==> config.mk <==
export PLATFORM = sky130hd
export DESIGN_NAME = cnt_timer
export DESIGN_NICKNAME = d
export VERILOG_FILES = /design/src/rtl/cnt_timer.sv
export SDC_FILE = /design/constraint.sdc
export NUM_CORES = 1
export LEC_CHECK = 0
export CAP_MARGIN = 20
export CORE_MARGIN = 3
export CORE_UTILIZATION = 57
export CTS_CLUSTER_SIZE = 10
export DETAILED_ROUTE_END_ITERATION = 12
export GPL_TIMING_DRIVEN = 1
export PLACE_DENSITY_LB_ADDON = 0.25
export SYNTH_ARGS = -nofsm -noshare
export SYNTH_HDL_FRONTEND = slang
export SYNTH_SLANG_ARGS = --single-unit
==> constraint.sdc <==
create_clock -name clk -period 8.45 [get_ports clk]
set_input_delay 1.2675 -clock clk [delete_from_list [all_inputs] [get_ports clk]]
set_output_delay 1.2675 -clock clk [all_outputs]
set_load 0.01 [all_outputs]
==> src/rtl/cnt_timer.sv <==
// Compare-match timer driven by an external free-running cycle count.
// Supports one-shot or periodic reload, sticky W1C status bits and a registered interrupt.
module cnt_timer (
    input  logic        clk,
    input  logic        reset,
    input  logic [31:0] cnt,
    input  logic        we,
    input  logic [1:0]  addr,
    input  logic [31:0] wdata,
    output logic [31:0] rdata,
    output logic        irq,
    output logic [1:0]  dbg_state
);

    typedef enum logic [1:0] {
        IDLE  = 2'd0,
        ARMED = 2'd1,
        FIRED = 2'd2
    } state_e;

    localparam logic [1:0] A_CTRL   = 2'd0;
    localparam logic [1:0] A_CMP    = 2'd1;
    localparam logic [1:0] A_PERIOD = 2'd2;
    localparam logic [1:0] A_STATUS = 2'd3;

    state_e      state_q, state_d;
    logic [2:0]  ctrl_q, ctrl_d;        // {IRQ_EN, PERIODIC, EN}
    logic [31:0] cmp_q, cmp_d;
    logic [31:0] period_q, period_d;
    logic        match_q, match_d;
    logic        ovr_q, ovr_d;
    logic        irq_q, irq_d;

    logic wr_ctrl, wr_cmp, wr_period, wr_status;
    logic clr_match, clr_ovr, hit;

    // Register bus: a write is performed on the rising edge whenever we is high.
    assign wr_ctrl   = we && (addr == A_CTRL);
    assign wr_cmp    = we && (addr == A_CMP);
    assign wr_period = we && (addr == A_PERIOD);
    assign wr_status = we && (addr == A_STATUS);
    assign clr_match = wr_status && wdata[0];
    assign clr_ovr   = wr_status && wdata[1];

    // Only ARMED can hit, so enabling in the same cycle as cnt==CMP produces no hit.
    assign hit = (state_q == ARMED) && (cnt == cmp_q);

    always_comb begin : fsm_next
        state_d = state_q;
        case (state_q)
            IDLE:    if (wr_ctrl && wdata[0]) state_d = ARMED;
            ARMED:   if (hit && !ctrl_q[1])   state_d = FIRED;
            FIRED:   if (clr_match)           state_d = IDLE;
            default:                          state_d = IDLE;
        endcase
        if (wr_ctrl && !wdata[0]) begin
            state_d = IDLE;
        end
    end

    always_comb begin : regs_next
        ctrl_d   = ctrl_q;
        cmp_d    = cmp_q;
        period_d = period_q;
        match_d  = match_q;
        ovr_d    = ovr_q;
        irq_d    = match_q && ctrl_q[2];

        if (wr_ctrl) ctrl_d = wdata[2:0];
        if (hit && !ctrl_q[1]) ctrl_d[0] = 1'b0;

        // A software CMP write beats the periodic reload in the same cycle.
        if (wr_cmp) begin
            cmp_d = wdata;
        end else if (hit && ctrl_q[1]) begin
            cmp_d = cmp_q + period_q;
        end

        if (wr_period) period_d = wdata;

        // Hit beats W1C; a hit racing a MATCH clear is not counted as an overrun.
        if (hit) begin
            match_d = 1'b1;
        end else if (clr_match) begin
            match_d = 1'b0;
        end

        if (hit && match_q && !clr_match) begin
            ovr_d = 1'b1;
        end else if (clr_ovr) begin
            ovr_d = 1'b0;
        end
    end

    always_ff @(posedge clk or negedge reset) begin
        if (!reset) begin
            state_q  <= IDLE;
            ctrl_q   <= 3'd0;
            cmp_q    <= 32'hFFFF_FFFF;
            period_q <= 32'd0;
            match_q  <= 1'b0;
            ovr_q    <= 1'b0;
            irq_q    <= 1'b0;
        end else begin
            state_q  <= state_d;
            ctrl_q   <= ctrl_d;
            cmp_q    <= cmp_d;
            period_q <= period_d;
            match_q  <= match_d;
            ovr_q    <= ovr_d;
            irq_q    <= irq_d;
        end
    end

    always_comb begin : read_mux
        rdata = 32'd0;
        case (addr)
            A_CTRL:   rdata = {29'd0, ctrl_q};
            A_CMP:    rdata = cmp_q;
            A_PERIOD: rdata = period_q;
            default:  rdata = {28'd0, state_q, ovr_q, match_q};
        endcase
    end

    assign irq       = irq_q;
    assign dbg_state = state_q;

endmodule

==> impl_metrics.csv, run 1 <==
group,metric,value,unit
global_routing,grt_util_met1,39.61,%
min_path,hold-path-cell-count,1,
placement,placed_area,6515,µm²
flow_run,cap_violations,0,
yosys,ys.warnings.count,0,
setup_path,regToRegStartpoint,"period_q[0]",
sta,clock-skew-final,0.01515,ns
placement,routabilityCongestion,0.9254,
min_path,hp-class,"flop to flop",
sta,timing.final.crit_period,5.060,ns
power_and_ir_drop,vdd_drop_max,0.1185,mV
routing,drt_iter0_drc,209,
global_routing,grt_max_degree,73,
clock_network,clock_latency,0.35,ns
yosys,synth_edf_count,0,
placement,place_hpwl,10760,µm
die,die_area,10670,µm²
die,dieWidth,103.3,µm
routing,vias,4766,
die,core,8976,µm²
clock_network,hold_buffers,0,
clock_network,cts_sinks,72,
sta,fin_tns_setup,0,ns
yosys,seq_area_frac_synth,34.14,%
yosys,synth_area_leader_cell,"dfrtp_1",
global_routing,antenna_found_initial,0,
yosys,syn_area,5395,µm²
routing,detail-route-antenna-nets,0,
global_routing,use_met3,5.768,%
setup_path,crit_fanout,17,
clock_network,cts-resized-gates,0,
routing,vias_per_cell,6.150,
setup_path,crit_arrival,3.79,ns
power_and_ir_drop,leakage,0.002673,µW
sta,relSlewSlack,36.27,%
sta,worstMarginPinSlew,0.9525,ns
setup_path,cp.required,7.18,ns
clock_network,cts_tree,"done",
power_and_ir_drop,power_per_cell_area,218.5,nW/µm²
cells_and_area,fill_cells,666,
yosys,synthFlopType,"dfrtp_1",
placement,port_buffers,103,
cells_and_area,finish.net_count,745,
cells_and_area,areaGrowthSynthToFinish,24.51,%
run_status,outcome,"finished, final reports clean",
global_routing,grt_pass1_vias,4826,
die,num_rows,34,
die,die_h,103.3,µm
yosys,avgSynthCellArea,9.756,µm²
clock_network,post-cts-setup-buffers,0,
setup_path,reg2reg_slack,4.86,ns
global_routing,grt_overflow,0,
routing,drt-wirelength-per-cell,18.98,µm
die,start_util,60.11,%
setup_path,r2r-end,"cmp_q[28]",
routing,first_pass_iters,5,
die,io_pins,104,
yosys,ys_types,63,
routing,post-route-drc-count,0,
clock_network,clk_pin_slew,0.10,ns
cells_and_area,layout-drive-gt1-share,17.26,%
yosys,synth_top_area_share,18.55,%
sta,fin_crit_sh,59.88,%
min_path,worstHoldStart,"ctrl_q[0]",
cells_and_area,fin_area,6718,µm²
sta,finalHoldViolations,0,
clock_network,cts_buffers,9,
global_routing,grt_use_met2,46.72,%
yosys,syn-num-nets,654,
setup_path,ff2ff_path_depth,12,
yosys,ys_seq_elements,72,
global_routing,top_usage_layer,"met2",
yosys,synth_cells,553,
setup_path,crit_path_end_kind,"output pin",
sta,finalSetupViolations,0,
setup_path,start_kind,"input pin",
sta,rsz0062_at_grt,"no",
yosys,synth_area_leaders,"dfrtp_1, dfstp_2, xnor2_1, mux2_2, ha_1",
global_routing,grt_first_pass_wirelength,24160,µm
yosys,synthArstFlopShare,100.0,%
setup_path,path_class,"input pin to output pin",
clock_network,htreeDepth,3,
clock_network,clock-root-buffer,"clkbuf_8",
global_routing,grt_use_total,29.08,%
cells_and_area,diodes,0,
sta,max_clock_freq,197.6,MHz
clock_network,clockBufferDepth,2,
min_path,min_to,"ctrl_q[0]",
sta,slew_violations,0,
routing,drt_wl_total,14710,µm
[cells in the mapped netlist (all sizes together), types with 19 or more instances]
master  count
dfstp      32
ha         31
nor2       25
clkbuf     19
mux2i      23
dfrtp      40
a22o       29
o21ai      45
mux2       35
xnor2      52
a21o       20
nand2      50
a21oi      35
[area by class of cell]
type | instances | area (µm²) | share of cell area (%)
clock inverter | 7 | 78.83 | 1.173
sequential | 72 | 1842 | 27.42
inverter | 7 | 26.28 | 0.3911
tap | 126 | 157.7 | 2.347
timing repair buffer | 108 | 1064 | 15.83
multi-input combinational | 446 | 3426 | 51.00
clock buffer | 9 | 123.9 | 1.844
[power breakdown]
| group | total, µW | switching, µW | internal [µW] |
|---|---|---|---|
| sequential | 494 | 70.7 | 423 |
| combinational | 688 | 351 | 337 |
| clock | 286 | 147 | 139 |
| total | 1470 | 569 | 899 |
[layout by cell type, fill, tap and decap left out, drive strengths merged, types with 25 or more instances in the layout]
cell,count
a21oi,35
a22o,29
clkdlybuf4s50,102
dfrtp,40
dfstp,32
ha,31
mux2,35
nand2,50
nor2,25
o21ai,45
xnor2,52
[kinds of logic (layout without fill, tap and decap cells)]
| group | after synthesis | after routing | synth area share (%) |
|---|---|---|---|
| and+or+nand+nor | 126 | 126 | 11.11 |
| AOI/OAI and AO/OA | 166 | 166 | 21.82 |
| adders and majority gates | 32 | 32 | 7.560 |
| DFF | 72 | 72 | 34.14 |
| buffers and inverters | 35 | 131 | 2.644 |
| muxes | 61 | 61 | 12.82 |
| xor gates and xnor gates | 61 | 61 | 9.903 |
[critical path: stages]
cell and delay, ns:
clkdlybuf4s50_1 0.73, nor2b_2 0.68, buf_4 0.37, a22o_1 0.19
clkdlybuf4s50_1 0.54
[metrics by stage]
stage | std cells | utilization [%] | hold WS (ns) | worst slack [ns] | power (µW)
global route | 775 | 74.84 | 0.5273 | 3.245 | 1567
CTS | 775 | 74.84 | 0.5158 | 3.405 | 1465
finish | 775 | 74.84 | 0.5075 | 3.390 | 1468
detailed placement | 759 | 72.58 | 0.4939 | 3.410 | 1172
floorplan | 553 | - | 0.4438 | 4.534 | 968.2
global placement | 759 | 72.58 | 0.4653 | 3.482 | 1154
[state kept, by name, summed over array words and instances, names as in the netlist]
| register | flops |
|---|---|
| cmp_q | 32 |
| period_q | 32 |
| ctrl_q | 3 |
| dbg_state | 2 |
| irq | 1 |
| match_q | 1 |
| ovr_q | 1 |
[metal layers]
metal	up-vias	share of wire [%]
met5	-	0
met4	0	2.8
met3	29	6.3
met2	188	47
met1	2322	43
li1	2227	-
[worst max-delay path by stage]
| stage | startpoint | end | slack [ns] |
|---|---|---|---|
| 2_1_floorplan | addr[0] | rdata[12] | 4.53 |
| 3_3_place_gp | addr[0] | rdata[3] | 3.48 |
| 3_5_place_dp | addr[0] | rdata[18] | 3.41 |
| 4_1_cts | addr[0] | rdata[10] | 3.40 |
| 5_1_grt | addr[0] | rdata[14] | 3.25 |
| 6_report | addr[0] | rdata[12] | 3.39 |
No activity file was read; power rests on OpenSTA's default activity.
==> inputs of run 2 (changes only) <==
Settings changed: CORE_UTILIZATION 57 to 53.
Clock period 8.45 ns to 5 ns, I/O delays scaled along.
==> run 2 against run 1 <==
Net effect: total power rose by 73%; via count rose by 2.6%; register-to-register slack got worse by 3.5 ns; sequential cell count did not move; combinational power rose by 72%; critical path type unchanged; highest routed layer unchanged.
==> impl_metrics.csv, run 2 (synthesis gave the netlist of run 1 again) <==
group,metric,value,unit
global_routing,antenna_found_initial,0,
setup_path,path_class,"input pin to output pin",
placement,routabilityCongestion,0.9347,
min_path,hp-class,"flop to flop",
setup_path,path_delay_family,"buffers and inverters",
setup_path,slowest_delay,0.66,ns
die,num_rows,36,
clock_network,post-cts-setup-buffers,0,
setup_path,crit_path_end_kind,"output pin",
cells_and_area,final_cell_mix,"clkdlybuf4s50_1, xnor2_1, nand2_1, o21ai_0, dfrtp_1",
cells_and_area,utilization,68.86,%
clock_network,cts_tree,"done",
routing,wl_met1,6207,µm
cells_and_area,top_regs,"cmp_q: 32 flops, period_q: 32 flops, ctrl_q: 3 flops",
power_and_ir_drop,power_per_cell_area,375.3,nW/µm²
setup_path,start_kind,"input pin",
die,die_h,106.9,µm
setup_path,crit_fanout,17,
routing,first_pass_iters,5,
routing,met2_length,7426,µm
die,die_area,11430,µm²
die,dieWidth,106.9,µm
routing,detail-route-antenna-nets,0,
clock_network,cts-resized-gates,0,
die,core,9819,µm²
setup_path,cp.required,4.25,ns
sta,finalSetupViolations,0,
setup_path,crit_chain,"clkdlybuf4s50_1 > nor2b_2 > buf_4 > a22o_1 > clkdlybuf4s50_1",
sta,timing.final.crit_period,3.953,ns
cells_and_area,finish.net_count,747,
routing,vias_per_cell,6.235,
sta,max_clock_freq,253.0,MHz
power_and_ir_drop,leakage,0.002700,µW
sta,finalHoldViolations,0,
routing,vias,4888,
sta,worstMarginPinSlew,0.9299,ns
setup_path,crit_buf_inv,3,
sta,fin_tns_setup,0,ns
sta,rsz0062_at_grt,"no",
routing,top_layer,"met4",
clock_network,clk_pin_slew,0.08,ns
placement,port_buffers,103,
die,start_util,54.94,%
sta,fin_crit_sh,79.06,%
global_routing,grt_max_degree,73,
clock_network,clock_latency,0.36,ns
flow_run,cap_violations,0,
run_status,outcome,"finished, final reports clean",
clock_network,htreeDepth,3,
routing,drt-wirelength-per-cell,19.71,µm
clock_network,cts_buffers,9,
clock_network,clockBufferDepth,2,
clock_network,cts_sinks,72,
cells_and_area,diodes,0,
clock_network,clock-root-buffer,"clkbuf_8",
routing,met3_length,1270,µm
cells_and_area,layout-drive-gt1-share,17.36,%
clock_network,hold_buffers,0,
sta,relSlewSlack,37.78,%
global_routing,grt_use_total,27.71,%
global_routing,grt_pass1_vias,4829,
cells_and_area,areaGrowthSynthToFinish,25.32,%
setup_path,critPathSlowestCell,"clkdlybuf4s50_1",
setup_path,crit_arrival,3.20,ns
sta,slew_violations,0,
sta,clock-skew-final,0.007855,ns
die,io_pins,104,
placement,place_hpwl,11470,µm
setup_path,crit_top_cell,"clkdlybuf4s50_1",
global_routing,grt_overflow,0,
power_and_ir_drop,vdd_drop_max,0.2397,mV
routing,drt_wl_total,15450,µm
cells_and_area,mostFrequentLayoutCell,"clkdlybuf4s50_1",
global_routing,grt_first_pass_wirelength,24960,µm
routing,drt_iter0_drc,292,
routing,post-route-drc-count,0,
## run 2: worst paths after layout
kind | from | end | slack, ns | depth (start not counted)
max | addr[1] | rdata[13] | 1.05 | 5
min | ctrl_q[0] | ctrl_q[0] | 0.50 | 1
max reg2reg | period_q[0] | cmp_q[28] | 1.39 | 12
min reg2reg | ctrl_q[0] | ctrl_q[0] | 0.50 | 1
max in group asynchronous | reset | period_q[12] | 3.79 | 2
min in group asynchronous | reset | irq | 0.59 | 2
## run 2: layer usage
| layer | global-route usage, % | vias up |
|---|---|---|
| met3 | 6.502 | 49 |
| li1 | - | 2236 |
| met2 | 45.05 | 253 |
| met1 | 35.33 | 2350 |
| met5 | 0 | - |
| met4 | 11.96 | 0 |
## run 2: report_power, final
part,switching (µW),internal [µW],total [µW]
Combinational,606,572,1180
Sequential,116,716,832
Clock,233,295,528
## run 2: worst register-to-register path: stages (launching register included)
cell      delay [ns]
dfrtp_1         0.41
ha_1            0.24
fa_1            0.44
a211oi_1        0.44
o21ai_2         0.18
a311oi_4        0.31
o21bai_2        0.14
and4_1          0.23
nor3_2          0.22
nor4_1          0.12
o31ai_1         0.26
mux2_2          0.37
a31oi_1         0.17
## run 2: layout make-up
| cell class | count | area [µm²] |
|---|---|---|
| multi-input combinational | 446 | 3426 |
| clock buffer | 11 | 141.4 |
| timing repair buffer | 110 | 1079 |
| tap | 133 | 166.4 |
| inverter | 7 | 26.28 |
| sequential | 72 | 1842 |
| clock inverter | 5 | 81.33 |
| fill | 801 | 3058 |
## run 2: metrics by stage
stage | hold slack, ns | power [µW] | instance area, µm² | instances | worst slack, ns
floorplan | 0.4438 | 1636 | 5395 | 553 | 1.967
global route | 0.5164 | 2689 | 6761 | 784 | 0.9422
CTS | 0.5033 | 2530 | 6761 | 784 | 1.105
finish | 0.5014 | 2537 | 6761 | 784 | 1.047
detailed placement | 0.4843 | 1991 | 6539 | 768 | 1.112
global placement | 0.4703 | 1951 | 6539 | 768 | 1.147
==> inputs of run 3 (changes only) <==
Clock period 5 ns to 3.85 ns, I/O delays scaled along.
==> run 3 against run 2 <==
Net effect: utilization shrank 0.13 points; sequential share of layout area increased by 0.050 points; total power increased by 24%; global-route usage shrank 0.096 points; sequential power is 30% higher; routed wire length shrank 2.1%; combinational power is 29% higher; largest cell class unchanged.
==> impl_metrics.csv, run 3 (synthesis gave the netlist of run 1 again) <==
group,metric,value,unit
cells_and_area,diodes,0,
cells_and_area,final_cell_mix,"clkdlybuf4s50_1, xnor2_1, nand2_1, o21ai_0, dfrtp_1",
sta,rsz0062_at_grt,"no",
power_and_ir_drop,vdd_drop_max,0.2306,mV
power_and_ir_drop,leakage,0.002706,µW
cells_and_area,top_regs,"cmp_q: 32 flops, period_q: 32 flops, ctrl_q: 3 flops",
clock_network,clock-root-buffer,"clkbuf_8",
setup_path,crit_chain,"ha_1 > fa_1 > a211oi_1 > o21ai_2 > a311oi_4 > o21bai_2 > and4_1 > nor3_2 > nor4_1 > o31ai_1 > mux2_2 > a31oi_1",
routing,met3_length,835,µm
routing,vias_per_cell,6.043,
setup_path,crit_arrival,3.74,ns
clock_network,htreeDepth,3,
setup_path,start_kind,"flop",
die,start_util,54.94,%
global_routing,grt_overflow,0,
power_and_ir_drop,p_int,1938,µW
global_routing,grt_pass1_vias,4780,
cells_and_area,mostFrequentLayoutCell,"clkdlybuf4s50_1",
power_and_ir_drop,seqPwrFrac,34.3,%
routing,wl_met1,6776,µm
global_routing,antenna_found_initial,0,
clock_network,clock_latency,0.36,ns
die,die_area,11430,µm²
placement,port_buffers,103,
sta,worstMarginPinSlew,0.6431,ns
setup_path,crit_fanout,3,
placement,placed_area,6581,µm²
clock_network,cts_sinks,72,
routing,drt_wl_total,15120,µm
power_and_ir_drop,clockPowerShare,17.5,%
die,die_h,106.9,µm
clock_network,cts_tree,"done",
die,core,9819,µm²
setup_path,path_class,"flop to flop",
global_routing,grt_first_pass_wirelength,24860,µm
power_and_ir_drop,power_frac_comb,48.3,%
cells_and_area,areaGrowthSynthToFinish,25.09,%
routing,met2_length,7146,µm
sta,relSlewSlack,57.13,%
sta,fin_crit_sh,89.61,%
run_status,outcome,"finished, final reports clean",
routing,vias,4768,
sta,timing.hold.ws,0.2121,ns
die,num_rows,36,
routing,detail-route-antenna-nets,0,
routing,drt_iter0_drc,296,
setup_path,slowest_delay,0.43,ns
clock_network,cts-resized-gates,0,
die,dieWidth,106.9,µm
placement,routabilityCongestion,0.9558,
clock_network,clk_pin_slew,0.08,ns
sta,timing.final.crit_period,3.450,ns
routing,top_layer,"met4",
sta,slew_violations,0,
routing,first_pass_iters,5,
power_and_ir_drop,switching_share,38.50,%
cells_and_area,finish.net_count,753,
setup_path,path_delay_family,"compound AO/OA/AOI/OAI gates",
sta,clock-skew-final,0.008134,ns
flow_run,cap_violations,0,
clock_network,cts_buffers,9,
clock_network,post-cts-setup-buffers,0,
routing,drt-wirelength-per-cell,19.17,µm
global_routing,grt_use_total,27.61,%
cells_and_area,layout-drive-gt1-share,17.53,%
setup_path,crit_buf_inv,0,
placement,place_hpwl,11660,µm
power_and_ir_drop,net-switching-power,1213,µW
setup_path,crit_path_end_kind,"flop",
clock_network,clockBufferDepth,2,
sta,finalHoldViolations,0,
power_and_ir_drop,power_per_cell_area,466.9,nW/µm²
min_path,hp-class,"input pin to asynchronous set/reset pin",
setup_path,critPathSlowestCell,"fa_1",
setup_path,cp.required,4.14,ns
routing,post-route-drc-count,0,
global_routing,grt_max_degree,49,
clock_network,hold_buffers,0,
power_and_ir_drop,total_power,3151,µW
cells_and_area,fin_area,6749,µm²
sta,max_clock_freq,289.9,MHz
sta,fin_tns_setup,0,ns
sta,finalSetupViolations,0,
die,io_pins,104,
-- run 3: cell types whose count changed in the layout (fill, tap and decap cells not counted), sizes merged --
cell | before | now
bufinv | 2 | 0
clkinvlp | 1 | 0
clkinv | 2 | 1
clkbuf | 11 | 14
buf | 8 | 14
-- run 3: layout make-up --
| type | count | area [µm²] |
|---|---|---|
| well taps | 133 | 166.4 |
| flip-flops and latches | 72 | 1842 |
| inverters | 7 | 26.28 |
| clock buffers | 14 | 162.7 |
| multi-input cells | 446 | 3423 |
| clock inverters | 1 | 5.005 |
| fillers | 810 | 3070 |
| repair buffers | 116 | 1124 |
-- run 3: path summary, 6_finish.rpt --
kind	to	slack, ns	start	cells after the start
setup / recovery	cmp_q[28]	0.40	period_q[0]	12
hold / removal	irq	0.21	reset	1
setup reg to reg	cmp_q[28]	0.40	period_q[0]	12
hold reg to reg	ctrl_q[0]	0.50	ctrl_q[0]	1
max in group asynchronous	period_q[12]	2.57	reset	2
min in group clk	ctrl_q[0]	0.50	ctrl_q[0]	1
-- run 3: power by group through the flow --
| stage | sequential, µW | combinational [µW] | clock (µW) |
|---|---|---|---|
| after floorplan | 1040 | 1080 | 0 |
| after global placement | 1080 | 1470 | 0 |
| after detailed placement | 1090 | 1500 | 0 |
| after CTS | 1080 | 1510 | 555 |
| after global routing | 1100 | 1650 | 597 |
| final | 1080 | 1520 | 550 |
-- run 3: metrics by stage --
| stage | setup WS [ns] | utilization, % | std cells |
|---|---|---|---|
| 2_1_floorplan | 0.8174 | - | 553 |
| 3_3_place_gp | 0.5574 | 67.02 | 774 |
| 3_5_place_dp | 0.4964 | 67.02 | 774 |
| 4_1_cts | 0.4391 | 68.73 | 789 |
| 5_1_grt | 0.2536 | 68.73 | 789 |
| 6_report | 0.4001 | 68.73 | 789 |
-- run 3: metal layers --
metal,global-route usage [%],up-vias
met1,38.03,2322
met5,0,-
li1,-,2245
met3,3.913,29
met2,44.60,172
met4,9.680,0
-- run 3: worst register-to-register path: stages (launching register included) --
cell and delay [ns]:
dfrtp_1 0.41, ha_1 0.23, fa_1 0.43, a211oi_1 0.42, o21ai_2 0.18, a311oi_4 0.29
o21bai_2 0.12, and4_1 0.22, nor3_2 0.20, nor4_1 0.09, o31ai_1 0.25, mux2_2 0.37
a31oi_1 0.16
